`src/rtl/gate_selftest_ctrl.sv`:
```
// rtl/gate_selftest_ctrl.sv - sweeps a/b over the four input vectors and checks the gate unit against its truth table
module gate_selftest_ctrl #(
    parameter int SETTLE = 1,
    parameter int LOOPS  = 1
) (
    input  logic       i_clk,
    input  logic       i_rst,
    input  logic       i_start,
    output logic       o_gate_a,
    output logic       o_gate_b,
    input  logic [6:0] i_gate_y,
    output logic       o_busy,
    output logic       o_done,
    output logic       o_pass,
    output logic [3:0] o_err_cnt,
    output logic [3:0] o_fail_vec,
    output logic [6:0] o_last_y
);

    typedef enum logic [1:0] {S_IDLE, S_RUN, S_DONE} state_t;

    localparam logic [3:0] SETTLE_L = 4'(SETTLE);
    localparam logic [3:0] LAST_LOOP = 4'(LOOPS - 1);

    state_t     r_state;
    logic [1:0] r_idx;
    logic [3:0] r_loop;
    logic [3:0] r_cnt;
    logic       r_gate_a;
    logic       r_gate_b;
    logic       r_busy;
    logic       r_done;
    logic       r_pass;
    logic [3:0] r_err_cnt;
    logic [3:0] r_fail_vec;
    logic [6:0] r_last_y;

    logic [6:0] w_golden;
    logic       w_mismatch;
    logic       w_sample;
    logic       w_last_vec;
    logic [3:0] w_err_next;

    always_comb begin
        w_golden = 7'h1D;
        case (r_idx)
            2'd0: w_golden = 7'h1D;
            2'd1: w_golden = 7'h2A;
            2'd2: w_golden = 7'h3A;
            2'd3: w_golden = 7'h61;
            default: w_golden = 7'h1D;
        endcase
    end

    // Case inequality so an X/Z bit from the gate unit is reported, not masked.
    assign w_mismatch = (i_gate_y !== w_golden);
    assign w_sample   = (r_cnt == 4'd1);
    assign w_last_vec = (r_idx == 2'd3) && (r_loop == LAST_LOOP);
    assign w_err_next = (w_mismatch && (r_err_cnt != 4'hF)) ? r_err_cnt + 4'd1 : r_err_cnt;

    always_ff @(posedge i_clk) begin
        if (i_rst) begin
            r_state    <= S_IDLE;
            r_idx      <= 2'd0;
            r_loop     <= 4'd0;
            r_cnt      <= 4'd0;
            r_gate_a   <= 1'b0;
            r_gate_b   <= 1'b0;
            r_busy     <= 1'b0;
            r_done     <= 1'b0;
            r_pass     <= 1'b0;
            r_err_cnt  <= 4'd0;
            r_fail_vec <= 4'd0;
            r_last_y   <= 7'd0;
        end else begin
            r_done <= 1'b0;
            case (r_state)
                S_IDLE: begin
                    if (i_start) begin
                        r_state    <= S_RUN;
                        r_busy     <= 1'b1;
                        r_idx      <= 2'd0;
                        r_loop     <= 4'd0;
                        r_cnt      <= SETTLE_L;
                        r_gate_a   <= 1'b0;
                        r_gate_b   <= 1'b0;
                        r_err_cnt  <= 4'd0;
                        r_fail_vec <= 4'd0;
                        r_pass     <= 1'b0;
                    end
                end
                S_RUN: begin
                    if (w_sample) begin
                        r_last_y  <= i_gate_y;
                        r_err_cnt <= w_err_next;
                        if (w_mismatch) begin
                            r_fail_vec[r_idx] <= 1'b1;
                        end
                        r_cnt <= SETTLE_L;
                        r_idx <= r_idx + 2'd1;
                        if (r_idx == 2'd3) begin
                            r_loop <= r_loop + 4'd1;
                        end
                        {r_gate_a, r_gate_b} <= r_idx + 2'd1;
                        // Pass uses the post-sample count so the final vector is included.
                        if (w_last_vec) begin
                            r_state  <= S_DONE;
                            r_busy   <= 1'b0;
                            r_done   <= 1'b1;
                            r_gate_a <= 1'b0;
                            r_gate_b <= 1'b0;
                            r_pass   <= (w_err_next == 4'd0);
                        end
                    end else begin
                        r_cnt <= r_cnt - 4'd1;
                    end
                end
                S_DONE: begin
                    r_state <= S_IDLE;
                end
                default: begin
                    r_state <= S_IDLE;
                end
            endcase
        end
    end

    assign o_gate_a   = r_gate_a;
    assign o_gate_b   = r_gate_b;
    assign o_busy     = r_busy;
    assign o_done     = r_done;
    assign o_pass     = r_pass;
    assign o_err_cnt  = r_err_cnt;
    assign o_fail_vec = r_fail_vec;
    assign o_last_y   = r_last_y;

endmodule

```
`config.mk`:
```
export PLATFORM = sky130hd
export DESIGN_NAME = gate_selftest_ctrl
export DESIGN_NICKNAME = d
export VERILOG_FILES = /design/src/rtl/gate_selftest_ctrl.sv
export SDC_FILE = /design/constraint.sdc
export NUM_CORES = 1
export LEC_CHECK = 0
export CELL_PAD_IN_SITES_DETAIL_PLACEMENT = 1
export CELL_PAD_IN_SITES_GLOBAL_PLACEMENT = 1
export CORE_MARGIN = 1
export CORE_UTILIZATION = 36
export CTS_BUF_LIST = sky130_fd_sc_hd__clkbuf_4 sky130_fd_sc_hd__clkbuf_8
export DETAILED_ROUTE_END_ITERATION = 10
export GPL_ROUTABILITY_DRIVEN = 1
export PLACE_DENSITY_LB_ADDON = 0.1
export SLEW_MARGIN = 5
export SYNTH_ARGS = -nofsm -noshare
export SYNTH_HDL_FRONTEND = slang
export SYNTH_SLANG_ARGS = --single-unit
```
`constraint.sdc`:
```
create_clock -name i_clk -period 1.69 [get_ports i_clk]
set_input_delay 0.169 -clock i_clk [delete_from_list [all_inputs] [get_ports i_clk]]
set_output_delay 0.169 -clock i_clk [all_outputs]
set_load 0.02 [all_outputs]
```
# After elaboration in Yosys (flattened, before gate mapping)
# Index checks and enable logic that the tools add are counted.
# op_classes
add_sub_neg	4
order_cmp	2
eq_ne	12
muxes	38
bitwise	3
n_reduce_logical	16
# ops
op	n
2-to-1 mux 4 bit	9
one-hot mux 4 bit (2 select lines)	4
one-hot mux 7 bit (4 select lines)	1
2-to-1 mux 1 bit	12
AND reduction 4 bit	3
2-to-1 mux 2 bit	5
inequality test 2 bit (second input constant)	5
adder 4 x 1 -> 4 bit (second input constant)	2
zero test 4 bit	2
one-hot mux 1 bit (2 select lines)	4
one-hot mux 2 bit (2 select lines)	2
!== test 7 bit	1
AND reduction 3 bit	2
== test 2 x 1 -> 1 bit (second input constant)	2
== test 2 bit (second input constant)	2
== test 4 x 1 -> 1 bit (second input constant)	1
zero test 2 bit	2
inequality test 4 bit (second input constant)	1
bitwise OR 4 bit	1
AND reduction 2 bit	2
subtractor 4 x 1 -> 4 bit (second input constant)	1
logical AND 1 bit	3
< comparator 2 x 3 -> 1 bit (second input constant)	1
OR reduction 3 bit	1
5 further kinds	6
# word_totals
regBits	32
inputBits	10
wordCells	87

# Depth between registers and ports, before layout
# logic_depth
depth_word	9
ltp_mapped	9

# Worst setup path before layout
# No wires, ideal clock.
# synth_path
path_kind	flip-flop to flip-flop
startpoint	register r_idx[0]
endpoint	register r_pass, in the netlist o_pass
setup_time_ps	96
arrival_ps	1783
t_required_ps	1594
slack_ps	-189
path_stages_with_launch	8
n_path_buf	0
synth_period_minus_slack_ps	1879
cell_sequence	dfxtp_1 inv_1 ha_1 and3b_1 o211ai_1 nor2_1 a2bb2oi_1 o41ai_2
# synth_between
elab_chain_cells	9
# synth_lines
item	line_no	text
start: declaration	26	logic [1:0] r_idx;
start signal: assignment	100	r_idx <= r_idx + 2'd1;
== test 2 bit (tied with other cells)	46, 58	
one-hot mux 7 bit (4 select lines)	46	case (r_idx)
!== test 7 bit	56	assign w_mismatch = (i_gate_y !== w_golden);
logical AND 1 bit	59	assign w_err_next = (w_mismatch && (r_err_cnt != 4'hF)) ? r_err_cnt + 4'd1 : r_err_cnt;
2-to-1 mux 4 bit	59	
zero test 4 bit	112	r_pass <= (w_err_next == 4'd0);
2-to-1 mux 1 bit	106	if (w_last_vec) begin
2-to-1 mux 1 bit	93	if (w_sample) begin
one-hot mux 1 bit (2 select lines)	77	case (r_state)
end signal: assignment	112	
end: declaration	33	logic r_pass;
# Several ways; a longest one is shown, not always the timed one. The select of a mux whose other input is x is not followed.
# A chain may end at the register's enable or synchronous reset.

# Final worst setup path
# Same ends and word-level chain as after synthesis.

==> results.txt <==
achievable clock frequency = 560 MHz
core area = 0.00412 mm2
initial antenna violation count = 0
Clock Skews = 4.52 ps
critical path's slowest cell = dfxtp_4
vias in the first global route = 1,645
post-synthesis cell count = 186
largest net degree at the start of global routing = 14
Seq/Total Area, Yosys = 0.403
Hold Vio Cnt, Final = 0
YS warnings = 0
Arr. time, crit path = 1980 ps
commonest non-fill, non-tap cell in the layout = buf_4
CP Cell Sequence = inv_4 > ha_4 > and3b_1 > o211ai_1 > buf_4 > buf_6 > nor3_4 > a31oi_4 > o41ai_2
Buf/Inv on CP = 3
Leakage = 0.932 nW
total gr overflow = 0
routed length per instance = 17.5 um
Clock Sinks = 32
Starting DRT DRC Count = 42
die width = 68.4 um
CTS Buf Count = 5
GPL Wtd Cong = 0.876
# nets final = 270
DR DRC count = 0
endpoints failing setup = 8
setup ws final = -96.4 ps
Die H = 68.4 um
Initial Util = 0.386
Slew @ Worst Pin = 317 ps
Post-Syn Nets = 207
max-capacitance violation count = 0
CTS H-tree lvls = 2
fin crit share = 1.06
post-route cell area = 0.00245 mm2
relative slew slack = 0.788
fraction of registers with async set/reset = 0
main area contributors after synthesis = dfxtp_1, ha_1, nor2_1
Fill cells = 477
CTS tree = yes
unrepaired setup endpoints after global routing = yes
Post-Syn Area per Cell = 8.54 um2
DRT Pass-1 Iters = 4
CP peak stage delay = 370 ps
# diodes = 0
Post-synth EDFFs = 0
Crit Path Class = register to register
largest area contributor in the netlist = dfxtp_1
post-synth cell types = 45
Tot Pwr = 1.85 mW
fraction of layout cells with a size suffix above 1 = 0.302
Clock Path Buffers = 2
Clock transition at path regs = 60 ps
Area growth, synth to finish = 54.1%
Final min period = 1790 ps
Rows = 23
Setup crit start kind = register
worst skew pair latency = 290 ps
Placed Instance Area = 0.00214 mm2
Vias = 1,591
Main synth FF type = dfxtp_1
hpwl dp = 3520 um
Worst Setup End Kind = register
full die area = 0.00468 mm2
hold-fix buffers at CTS = 0
synthesized flop and latch total = 32
CP delay by family, top = flip-flops
share of the synthesized area in the top cell type = 0.403
ANT nets after route = 0
crit-path max FO = 4
total wire length = 5200 um
Synth Cell Area = 0.00159 mm2
total I/O pin count = 30
WP data required = 1880 ps
status = finished, violations left
Total GRT Usage = 0.223
maximum vdd drop = 0.541 mV
Clock Root Buffer = clkbuf_8
Slew Viols, Final = 0
most frequent cells in the layout = buf_4, clkdlybuf4s50_1, dfxtp_1
failing checks = negative setup slack
global-route wire length before repair = 7530 um
PwrDens = 756 mW/mm2
worst hold path class = register to register
Buffers on Ports = 29
drt via density = 5.34
flip-flops by register name, indices dropped and copies added, names as in the netlist:
| name | cells |
|---|---|
| o_err_cnt | 4 |
| r_idx | 2 |
| o_last_y | 7 |
| r_cnt | 4 |
| o_pass | 1 |
| o_busy | 1 |
| r_loop | 4 |
| o_done | 1 |
| r_state | 2 |
| o_gate_b | 1 |
| o_gate_a | 1 |
| o_fail_vec | 4 |
per-layer routing:
metal | share of wire | vias to the layer above | wire (um) | GRT usage
li1 | - | 776 | - | -
met4 | 0.012 | 0 | 62 | 0.0625
met3 | 0.036 | 7 | 186 | 0.0467
met1 | 0.41 | 775 | 2150 | 0.246
met2 | 0.54 | 33 | 2800 | 0.424
met5 | 0 | - | 0 | 0
cell usage after synthesis (3+ instances only):
| library cell | number |
|---|---|
| nor2_1 | 25 |
| nand2_1 | 19 |
| ha_1 | 11 |
| nor3_1 | 5 |
| a22o_1 | 4 |
| nor2b_1 | 4 |
| inv_1 | 8 |
| a31oi_1 | 5 |
| xor2_1 | 4 |
| a21oi_1 | 17 |
| o21ai_0 | 4 |
| nand2b_1 | 3 |
| clkbuf_1 | 4 |
| dfxtp_1 | 32 |
cell type report:
type                    count  area [um2]  area share
multi-input cells         140        1080       0.442
flip-flops and latches     32         648       0.265
repair buffers             62         546       0.223
clock buffers               6        76.3      0.0312
well taps                  50        62.6      0.0256
inverters                   8        32.5      0.0133
power breakdown:
group          switching (mW)  internal [mW]
clock network           0.279          0.290
logic                   0.223          0.220
registers              0.0480          0.791
total                   0.549           1.30
worst reg2reg max path: stages (launching register included):
cell and delay (ps):
dfxtp_4 370, inv_4 50, ha_4 280, and3b_1 170
o211ai_1 80, buf_4 170, buf_6 130, nor3_4 210
a31oi_4 50, o41ai_2 190
cell families (layout without fill, tap and decap cells):
family | Yosys count | after routing | synth area share
AO/OA/AOI/OAI | 48 | 48 | 0.206
AND/OR/NAND/NOR | 75 | 75 | 0.236
flip-flops | 32 | 32 | 0.403
buffers and inverters | 14 | 76 | 0.0347
XOR/XNOR | 6 | 6 | 0.0331
adder cells (fa/ha/maj) | 11 | 11 | 0.0867
path summary, 6_finish.rpt:
path,from,to,slack (ps),cells past startpoint
setup / recovery,r_idx[0],o_pass,-100,9
hold reg to reg,o_last_y[3],o_last_y[3],460,2
setup reg to reg,r_idx[0],o_pass,-100,9
hold / removal,o_last_y[3],o_last_y[3],460,2
stage by stage:
stage	utilization	hold WS [ps]	std cells	setup WS (ps)	setup TNS (ps)
detailed placement	0.520	455	286	-176	-1290
global route	0.595	478	298	-151	-1020
finish	0.595	458	298	-96.4	-352
global placement	0.520	441	286	-113	-687
floorplan	-	305	186	-32.8	-32.8
CTS	0.567	464	298	-68.3	-282
what timing repair did:
action | 4_1_cts | 5_1_grt
pin swaps | 13 | 10
hold endpoints to repair | 0 | 0
resized for setup | 19 | 17
setup buffers | 6 | 1
endpoints found under the setup margin | 14 | 24
No activity file was read; power rests on OpenSTA's default activity.
